--- src/rtl/exmem_stage.sv ---
// exmem_stage
// EX/MEM pipeline register with data-memory access control and a registered
// MEM/WB slot. The M slot captures EX results, drives the dcache request while
// it holds a load or store, and stalls the front of the pipeline until dhit.
// Finished instructions move into the W slot. A halt reaching W freezes the
// block until reset.
//
// Ports
//   CLK, nRST              clock, synchronous active-low reset
//   flush                  squash: bubble into M instead of the EX result
//   aluout_i .. halt_i     EX-stage results and control bits
//   dhit, dload            dcache completion and read data
//   dREN, dWEN             dcache read/write request (combinational from M)
//   daddr, dstore          dcache address and store data (combinational from M)
//   mem_stall              freeze the front of the pipeline this cycle
//   aluout_o .. halt_o     registered W-slot outputs
module exmem_stage #(
  parameter int WORD_W = 32,
  parameter int REG_W  = 5
) (
  input  logic              CLK,
  input  logic              nRST,
  input  logic              flush,
  input  logic [WORD_W-1:0] aluout_i,
  input  logic [WORD_W-1:0] rdat2_i,
  input  logic [WORD_W-1:0] npc_i,
  input  logic [REG_W-1:0]  wsel_i,
  input  logic              RegW_i,
  input  logic              MemToReg_i,
  input  logic              DRen_i,
  input  logic              DWen_i,
  input  logic              halt_i,
  input  logic              dhit,
  input  logic [WORD_W-1:0] dload,
  output logic              dREN,
  output logic              dWEN,
  output logic [WORD_W-1:0] daddr,
  output logic [WORD_W-1:0] dstore,
  output logic              mem_stall,
  output logic [WORD_W-1:0] aluout_o,
  output logic [WORD_W-1:0] dload_o,
  output logic [WORD_W-1:0] npc_o,
  output logic [REG_W-1:0]  wsel_o,
  output logic              RegW_o,
  output logic              MemToReg_o,
  output logic              halt_o
);

  typedef enum logic [1:0] {
    ST_RUN    = 2'd0,
    ST_WAIT   = 2'd1,
    ST_HALTED = 2'd2
  } state_t;

  state_t r_state;
  state_t w_state_nxt;

  // M slot
  logic [WORD_W-1:0] r_m_aluout, r_m_rdat2, r_m_npc;
  logic [REG_W-1:0]  r_m_wsel;
  logic              r_m_regw, r_m_memtoreg, r_m_dren, r_m_dwen, r_m_halt;

  // W slot
  logic [WORD_W-1:0] r_w_aluout, r_w_dload, r_w_npc;
  logic [REG_W-1:0]  r_w_wsel;
  logic              r_w_regw, r_w_memtoreg, r_w_halt;

  logic w_m_memop;
  logic w_advance;
  logic w_m_nxt_memop;
  logic w_take_input;

  assign w_m_memop = r_m_dren | r_m_dwen;

  // M moves to W only when running, its access (if any) is done, and no halt
  // has reached W. A halt sitting in W is the last instruction ever retired.
  assign w_advance = (r_state != ST_HALTED) & ~r_w_halt & ~mem_stall;

  // Anything behind a halt is squashed so it can never issue a dcache request.
  assign w_take_input  = ~flush & ~r_m_halt;
  assign w_m_nxt_memop = w_take_input & (DRen_i | DWen_i);

  assign daddr  = r_m_aluout;
  assign dstore = r_m_rdat2;

  // State register
  always_ff @(posedge CLK) begin
    if (!nRST) begin
      r_state <= ST_RUN;
    end else begin
      r_state <= w_state_nxt;
    end
  end

  // Next-state logic: WAIT whenever the slot entering M is a memory op
  always_comb begin
    w_state_nxt = r_state;
    case (r_state)
      ST_RUN, ST_WAIT: begin
        if (r_w_halt) begin
          w_state_nxt = ST_HALTED;
        end else if (w_advance) begin
          w_state_nxt = w_m_nxt_memop ? ST_WAIT : ST_RUN;
        end else begin
          w_state_nxt = ST_WAIT;
        end
      end
      ST_HALTED: w_state_nxt = ST_HALTED;
      default:   w_state_nxt = ST_RUN;
    endcase
  end

  // Output logic: dcache request and stall, all suppressed once halted
  always_comb begin
    dREN      = 1'b0;
    dWEN      = 1'b0;
    mem_stall = 1'b0;
    case (r_state)
      ST_RUN, ST_WAIT: begin
        dREN      = r_m_dren;
        dWEN      = r_m_dwen;
        mem_stall = w_m_memop & ~dhit;
      end
      ST_HALTED: begin
        dREN      = 1'b0;
        dWEN      = 1'b0;
        mem_stall = 1'b0;
      end
      default: begin
        dREN      = 1'b0;
        dWEN      = 1'b0;
        mem_stall = 1'b0;
      end
    endcase
  end

  // M slot: capture EX (or a bubble) on advance, otherwise hold
  always_ff @(posedge CLK) begin
    if (!nRST) begin
      r_m_aluout   <= {WORD_W{1'b0}};
      r_m_rdat2    <= {WORD_W{1'b0}};
      r_m_npc      <= {WORD_W{1'b0}};
      r_m_wsel     <= {REG_W{1'b0}};
      r_m_regw     <= 1'b0;
      r_m_memtoreg <= 1'b0;
      r_m_dren     <= 1'b0;
      r_m_dwen     <= 1'b0;
      r_m_halt     <= 1'b0;
    end else if (w_advance) begin
      if (w_take_input) begin
        r_m_aluout   <= aluout_i;
        r_m_rdat2    <= rdat2_i;
        r_m_npc      <= npc_i;
        r_m_wsel     <= wsel_i;
        r_m_regw     <= RegW_i;
        r_m_memtoreg <= MemToReg_i;
        r_m_dren     <= DRen_i;
        r_m_dwen     <= DWen_i;
        r_m_halt     <= halt_i;
      end else begin
        r_m_aluout   <= {WORD_W{1'b0}};
        r_m_rdat2    <= {WORD_W{1'b0}};
        r_m_npc      <= {WORD_W{1'b0}};
        r_m_wsel     <= {REG_W{1'b0}};
        r_m_regw     <= 1'b0;
        r_m_memtoreg <= 1'b0;
        r_m_dren     <= 1'b0;
        r_m_dwen     <= 1'b0;
        r_m_halt     <= 1'b0;
      end
    end
  end

  // W slot: retire M on advance, bubble on a stall, freeze once a halt is in W
  always_ff @(posedge CLK) begin
    if (!nRST) begin
      r_w_aluout   <= {WORD_W{1'b0}};
      r_w_dload    <= {WORD_W{1'b0}};
      r_w_npc      <= {WORD_W{1'b0}};
      r_w_wsel     <= {REG_W{1'b0}};
      r_w_regw     <= 1'b0;
      r_w_memtoreg <= 1'b0;
      r_w_halt     <= 1'b0;
    end else if (w_advance) begin
      r_w_aluout   <= r_m_aluout;
      r_w_dload    <= r_m_dren ? dload : {WORD_W{1'b0}};
      r_w_npc      <= r_m_npc;
      r_w_wsel     <= r_m_wsel;
      // a store never writes the register file, whatever EX claimed
      r_w_regw     <= r_m_regw & ~r_m_dwen;
      r_w_memtoreg <= r_m_memtoreg;
      r_w_halt     <= r_m_halt;
    end else if ((r_state != ST_HALTED) && !r_w_halt) begin
      r_w_aluout   <= {WORD_W{1'b0}};
      r_w_dload    <= {WORD_W{1'b0}};
      r_w_npc      <= {WORD_W{1'b0}};
      r_w_wsel     <= {REG_W{1'b0}};
      r_w_regw     <= 1'b0;
      r_w_memtoreg <= 1'b0;
      r_w_halt     <= 1'b0;
    end
  end

  assign aluout_o   = r_w_aluout;
  assign dload_o    = r_w_dload;
  assign npc_o      = r_w_npc;
  assign wsel_o     = r_w_wsel;
  assign RegW_o     = r_w_regw;
  assign MemToReg_o = r_w_memtoreg;
  assign halt_o     = r_w_halt;

endmodule

--- config.mk ---
export PLATFORM = sky130hd
export DESIGN_NAME = exmem_stage
export DESIGN_NICKNAME = d
export VERILOG_FILES = /design/src/rtl/exmem_stage.sv
export SDC_FILE = /design/constraint.sdc
export NUM_CORES = 1
export LEC_CHECK = 0
export ABC_AREA = 0
export CAP_MARGIN = 20
export CORE_UTILIZATION = 31
export DETAILED_ROUTE_END_ITERATION = 12
export PLACE_DENSITY = 0.59
export SYNTH_ARGS = -nofsm -noshare
export SYNTH_HDL_FRONTEND = slang
export SYNTH_SLANG_ARGS = --single-unit
--- constraint.sdc ---
create_clock -name CLK -period 3.2 [get_ports CLK]
set_clock_uncertainty 0.2 [all_clocks]
set_input_delay 0.64 -clock CLK [delete_from_list [all_inputs] [get_ports CLK]]
set_output_delay 0.64 -clock CLK [all_outputs]
set_load 0.02 [all_outputs]
**Word-level counts from Yosys, hierarchy flattened**

Index checks and enable logic that the tools add are counted.

- Bitwise operators: 14
- Equality and inequality tests: 3
- Multiplexer cells: 27
- Reductions and logical operators: 5

Operator list:

| cell | count |
|---|---|
| 32-bit 2-to-1 mux | 8 |
| 5-bit 2-to-1 mux | 3 |
| 1-bit 2-to-1 mux | 14 |
| 1-bit AND | 6 |
| 1-bit inverter | 6 |
| 2-bit one-hot mux with 2 select lines | 1 |
| 2-bit by 1-bit equality test with 1-bit output (second input constant) | 1 |
| 2-bit equality test (second input constant) | 1 |
| 2-bit logical NOT | 1 |
| 2-bit 2-to-1 mux | 1 |
| 2-bit inequality test (second input constant) | 1 |
| 1-bit bitwise OR | 2 |
| 2-bit nonzero test | 1 |
| 2-bit OR reduction | 1 |
| 1-bit logical AND | 1 |
| 1-bit logical NOT | 1 |

- Output and inout port bits: 171
- Input bits: 142
- Word-level logic and storage cells: 66
- Register bits: 212

**Longest topological paths before layout**

Gate-level depths: netlist of run 1.

- Depth after elaboration: 8
- Depth in mapped cells: 7
- Mapped depth without buffers: 3

**Worst setup path before layout of run 1**

Ideal clock, no wire load.

- Path type: input-to-output
- From: input port dhit
- To: output port mem_stall
- Path slack: 1174 ps
- Buffers on the path: 0
- Cell stages on the path: 1
- Arrival: 1186 ps
- Cells stage by stage: nor3_1

- Word-level cells in the longest chain between the ends: 3

Ends and longest elaborated chain:

| element | line | RTL |
|---|---|---|
| start, declared | 33 | `input logic dhit,` |
| 1-bit inverter | 122 | `mem_stall = w_m_memop & ~dhit;` |
| 1-bit AND | 122 |  |
| 1-bit 2-to-1 mux | 118 | `case (r_state)` |
| end, declared | 39 | `output logic mem_stall,` |

Every way passes these cells.

**Final worst setup path of run 1**

Ends and elaborated chain as after synthesis.

==> impl_metrics.ini, run 1 <==
[yosys]
synthesis.area_um2 = 7988
ys_types = 28
synth-seq-area-share_pct = 53.13
synth_cells = 868
avgSynthCellArea_um2 = 9.202
ys_seq_elements = 212
syn_nets = 1010
ys_warn_count = 0

[clocking]
clock_latency_ns = 0.52
clk_pin_slew_ns = 0.06
post_cts_buffers = 0
cts-resized-gates = 0
numCtsBuffers = 25
cts_sinks = 212
clockBufferDepth = 3
cts-root-buf = clkbuf_16
ctsHtreeMaxLevel = 1
ctsHoldBuffers = 0
cts_tree = done

[worst_setup_path]
slowest_stage = clkdlybuf4s50_1
cp-end-kind = output port
crit_path_frequent_cell = clkdlybuf4s50_1
r2r_slack_ns = 1.24
critPathRequiredTime_ns = 2.36
endpoint = mem_stall
critPathTopFamily = buffers and inverters
reg2reg_depth = 5
crit_cells = 3
critPathBufInv = 2
crit_start = dhit
crit_arrival_ns = 2.10
critPathKind = in -> out
crit_chain = clkdlybuf4s50_1 -> nor3_1 -> clkdlybuf4s50_1
startpoint_type = input pin
crit_fanout = 3
r2r-end = dstore[8]
slowest_delay_ns = 0.66
r2r-start = r_state[1]

[placed_design]
post-place-ws_ns = 0.2732
place_hpwl_um = 15360
place_area_um2 = 11310
port_buffers = 312
place_congestion = 0.7682

[layout]
stdcell_area_um2 = 12180
fillCellCount = 2416
post-route-util_pct = 48.23
layout_common_cells = clkdlybuf4s50_1, nand2_1, dfxtp_1
drive_gt1_share_pct = 5.589
layout_commonest_cell = clkdlybuf4s50_1
area_delta_synth_final_pct = 52.48
layout.nets = 1287
n_antenna_cell = 0

[global_route]
grt_usage_pct = 17.12
grt.overflow.total = 0
grt_pass1_wl_um = 36530
antenna_found_initial = 0
grt_max_degree = 117
grt_pass1_vias = 6679

[sta]
drv_slew = 0
fmax_mhz = 340.5
setup_slack_ns = 0.2635
relSlewSlack_pct = 57.45
tns_ns = 0
tightest_slew_ns = 0.6382
timing.final.crit_share_pct = 91.77
grt_setup_unrepaired = false
hold_viol = 0
finalCriticalPeriod_ns = 2.936
setup_viol = 0

[floorplan]
io_pins = 313
initial_utilization_pct = 31.63
die_w_um = 162.5
dieArea_um2 = 26410
core_um2 = 25250
die_y_um = 162.5
num_rows = 58

[detailed_routing]
detail-route-antenna-nets = 0
drt-initial-drc-count = 374
wire_per_inst_um = 15.90
totalWireLength_um = 23740
vias = 7013
first_pass_iters = 4
vias_per_cell = 4.697
drc = 0

[pwr]
p_per_area_nw_per_um2 = 587.2
ir_worst_vdd_uv = 338.8
p_total_mw = 7.151
p_leak_nw = 4.247

[outcome]
status = completed

[min_path]
holdCritPathClass = reg -> reg

[job]
drv_cap = 0
-- sequential cells by signal, summed over array words and instances, names as in the netlist --
name	cells
aluout_o	32
daddr	32
dload_o	32
dstore	32
npc_o	32
r_m_npc	32
r_m_wsel	5
wsel_o	5
r_state	2
MemToReg_o	1
RegW_o	1
halt_o	1
r_m_dren	1
r_m_dwen	1
r_m_halt	1
r_m_memtoreg	1
r_m_regw	1
-- tightest hold or removal path, stage by stage (launching register included) --
cell and delay, ns:
dfxtp_1 0.30, nand2_1 0.05, mux2i_1 0.06
-- metal layers --
metal  share of wire, %  track usage, %
met4                2.4           5.660
met2                 45           27.45
met1                 44           22.04
met5                  0               0
met3                7.8           4.813
-- per-stage QoR --
| stage | cells | hold WS (ns) |
|---|---|---|
| 2_1_floorplan | 868 | 0.2382 |
| 3_3_place_gp | 1448 | 0.2442 |
| 3_5_place_dp | 1448 | 0.2533 |
| 4_1_cts | 1493 | 0.2613 |
| 5_1_grt | 1493 | 0.2726 |
| 6_report | 1493 | 0.2597 |
-- worst min path at each step --
stage | depth (start not counted) | endpoint | start
2_1_floorplan | 2 | r_m_regw | r_m_regw
3_3_place_gp | 2 | dstore[17] | dstore[17]
3_5_place_dp | 2 | dstore[24] | dstore[24]
4_1_cts | 2 | dstore[24] | dstore[24]
5_1_grt | 2 | dstore[7] | dstore[7]
6_report | 2 | dstore[24] | dstore[24]
-- cell usage after synthesis (all sizes together) --
library cell  number  area, µm²
buf               39      282.8
o21ai             34      170.2
nand3              1      5.000
clkbuf            41      153.9
dfxtp            212       4244
nor2b              3      18.77
o22ai             71      444.2
nand2b             1      6.260
nor2               4      20.02
mux2               1      11.26
o21a               1      7.510
nand4             32      200.2
o311ai             1      16.27
a21boi            32      240.2
nand3b             1      7.510
o211a              1      10.01
nand2            283       1062
mux2i            106       1061
nor3b              1      12.51
a21oi              1      5.000
nor3               1      5.000
inv                1      3.750
-- power breakdown --
part           switching [mW]  total [mW]  leakage (nW)  internal, mW
clock                    1.12        2.98         0.424          1.86
combinational           0.692        1.30          2.10         0.611
sequential             0.0722        2.87          1.73          2.80
-- kinds of logic after synthesis --
group | share of synthesized area, %
flip-flops | 53.13
AO/OA/AOI/OAI | 11.18
multiplexers | 13.42
buffers and inverters | 5.514
AND/OR/NAND/NOR | 16.74
-- cell type report --
type / count / area, µm² / share of cell area, %
clock inverters: 6 / 111.4 / 0.9143
flip-flops and latches: 212 / 4244 / 34.85
well taps: 330 / 412.9 / 3.390
multi-input cells: 575 / 3327 / 27.32
clock buffers: 39 / 758.2 / 6.226
inverters: 1 / 3.754 / 0.03082
repair buffers: 330 / 3322 / 27.28
Note: power is estimated with default switching activity, not from simulation.
==> inputs of run 2 (changes only) <==
--- a/config.mk
+++ b/config.mk
@@ -9,7 +9,6 @@
 export CAP_MARGIN = 20
 export CORE_UTILIZATION = 31
 export DETAILED_ROUTE_END_ITERATION = 12
-export PLACE_DENSITY = 0.59
 export SYNTH_ARGS = -nofsm -noshare
 export SYNTH_HDL_FRONTEND = slang
 export SYNTH_SLANG_ARGS = --single-unit
==> impl_metrics.ini, run 2 (synthesized netlist as in run 1, its figures left out) <==
[global_route]
grt_pass1_wl_um = 36790
antenna_found_initial = 0
grt_pass1_vias = 6783
grt_max_degree = 108
grt.overflow.total = 0
grt_usage_pct = 17.28

[layout]
area_delta_synth_final_pct = 52.37
drive_gt1_share_pct = 6.094
layout_commonest_cell = clkdlybuf4s50_1
stdcell_area_um2 = 12170
layout_common_cells = clkdlybuf4s50_1, nand2_1, dfxtp_1
n_antenna_cell = 0
post-route-util_pct = 48.19
layout.nets = 1289
stdcell_count = 1495

[pwr]
ir_worst_vdd_uv = 303.9
p_per_area_nw_per_um2 = 574.0
p_leak_nw = 4.249
p_total_mw = 6.986

[clocking]
cts_sinks = 212
ctsHoldBuffers = 0
clockBufferDepth = 3
cts_tree = done
numCtsBuffers = 25
ctsHtreeMaxLevel = 1
cts-root-buf = clkbuf_16
cts-resized-gates = 0
post_cts_buffers = 0
clk_pin_slew_ns = 0.06
clock_latency_ns = 0.51

[worst_setup_path]
crit_start = dhit
r2r-end = r_m_wsel[0]
startpoint_type = input pin
crit_arrival_ns = 2.15
critPathBufInv = 2
crit_path_frequent_cell = clkdlybuf4s50_1
r2r-start = halt_o
slowest_stage = clkdlybuf4s50_1
crit_chain = clkdlybuf4s50_1 -> nor3_1 -> clkdlybuf4s50_1
slowest_delay_ns = 0.68
endpoint = mem_stall
crit_cells = 3
crit_fanout = 3
critPathKind = in -> out
critPathTopFamily = buffers and inverters
r2r_slack_ns = 1.06
critPathRequiredTime_ns = 2.36
cp-end-kind = output port
reg2reg_depth = 6

[detailed_routing]
drc = 0
wire_per_inst_um = 15.78
detail-route-antenna-nets = 0
vias_per_cell = 4.714
totalWireLength_um = 23590
drt-initial-drc-count = 398
first_pass_iters = 4
vias = 7048

[sta]
grt_setup_unrepaired = false
finalCriticalPeriod_ns = 2.985
timing.final.crit_share_pct = 93.29
drv_slew = 0
setup_slack_ns = 0.2148
setup_viol = 0
hold_viol = 0
relSlewSlack_pct = 50.34
fmax_mhz = 335.0
tightest_slew_ns = 0.7416
tns_ns = 0
finalHoldWorstSlack_ns = 0.2576

[placed_design]
place_area_um2 = 11360
dp_cells = 1450
post-place-ws_ns = 0.2094
place_hpwl_um = 15450
place_congestion = 0.7545
port_buffers = 312

[outcome]
status = completed

[floorplan]
die_w_um = 162.5
die_y_um = 162.5
core_um2 = 25250
io_pins = 313
dieArea_um2 = 26410
num_rows = 58
initial_utilization_pct = 31.63

[min_path]
holdCritPathClass = reg -> reg

[job]
drv_cap = 0
-- run 2: cell types whose count changed in the layout (fill, tap and decap cells not counted), sizes merged --
cell	change
buf	+2
clkinvlp	+1
bufinv	-1
clkbuf	-9
clkinv	+9
-- run 2: area by class of cell --
class | instances | area [µm²]
inverters | 1 | 3.754
well taps | 330 | 412.9
fillers | 2387 | 13080
clock buffers | 30 | 674.4
multi-input cells | 575 | 3327
clock inverters | 15 | 133.9
flip-flops and latches | 212 | 4244
repair buffers | 332 | 3374
-- run 2: worst min-delay path, cell delays in order (launching register included) --
cell	delay, ns
dfxtp_1	0.31
nand2_1	0.05
mux2i_1	0.05
-- run 2: how the worst min path moves through the flow --
stage	to	cells past startpoint	start	slack (ns)
after detailed placement	dstore[6]	2	dstore[6]	0.25
after global routing	dstore[23]	2	dstore[23]	0.28
after floorplan	r_m_regw	2	r_m_regw	0.24
final	dstore[28]	2	dstore[28]	0.26
after global placement	dstore[19]	2	dstore[19]	0.24
after CTS	dstore[6]	2	dstore[6]	0.26
-- run 2: metal layers --
layer / up-vias / share of wire [%] / global-route usage (%)
met1: 3263 / 43 / 21.93
met3: 43 / 7.6 / 4.787
met5: - / 0 / 0
met4: 0 / 2.5 / 5.446
met2: 216 / 47 / 28.28
li1: 3526 / - / -
-- run 2: power breakdown --
part	switching, mW	total, mW	internal, mW
Sequential	0.0735	2.87	2.80
Clock	1.13	2.79	1.66
Combinational	0.698	1.32	0.627
Total	1.90	6.99	5.09
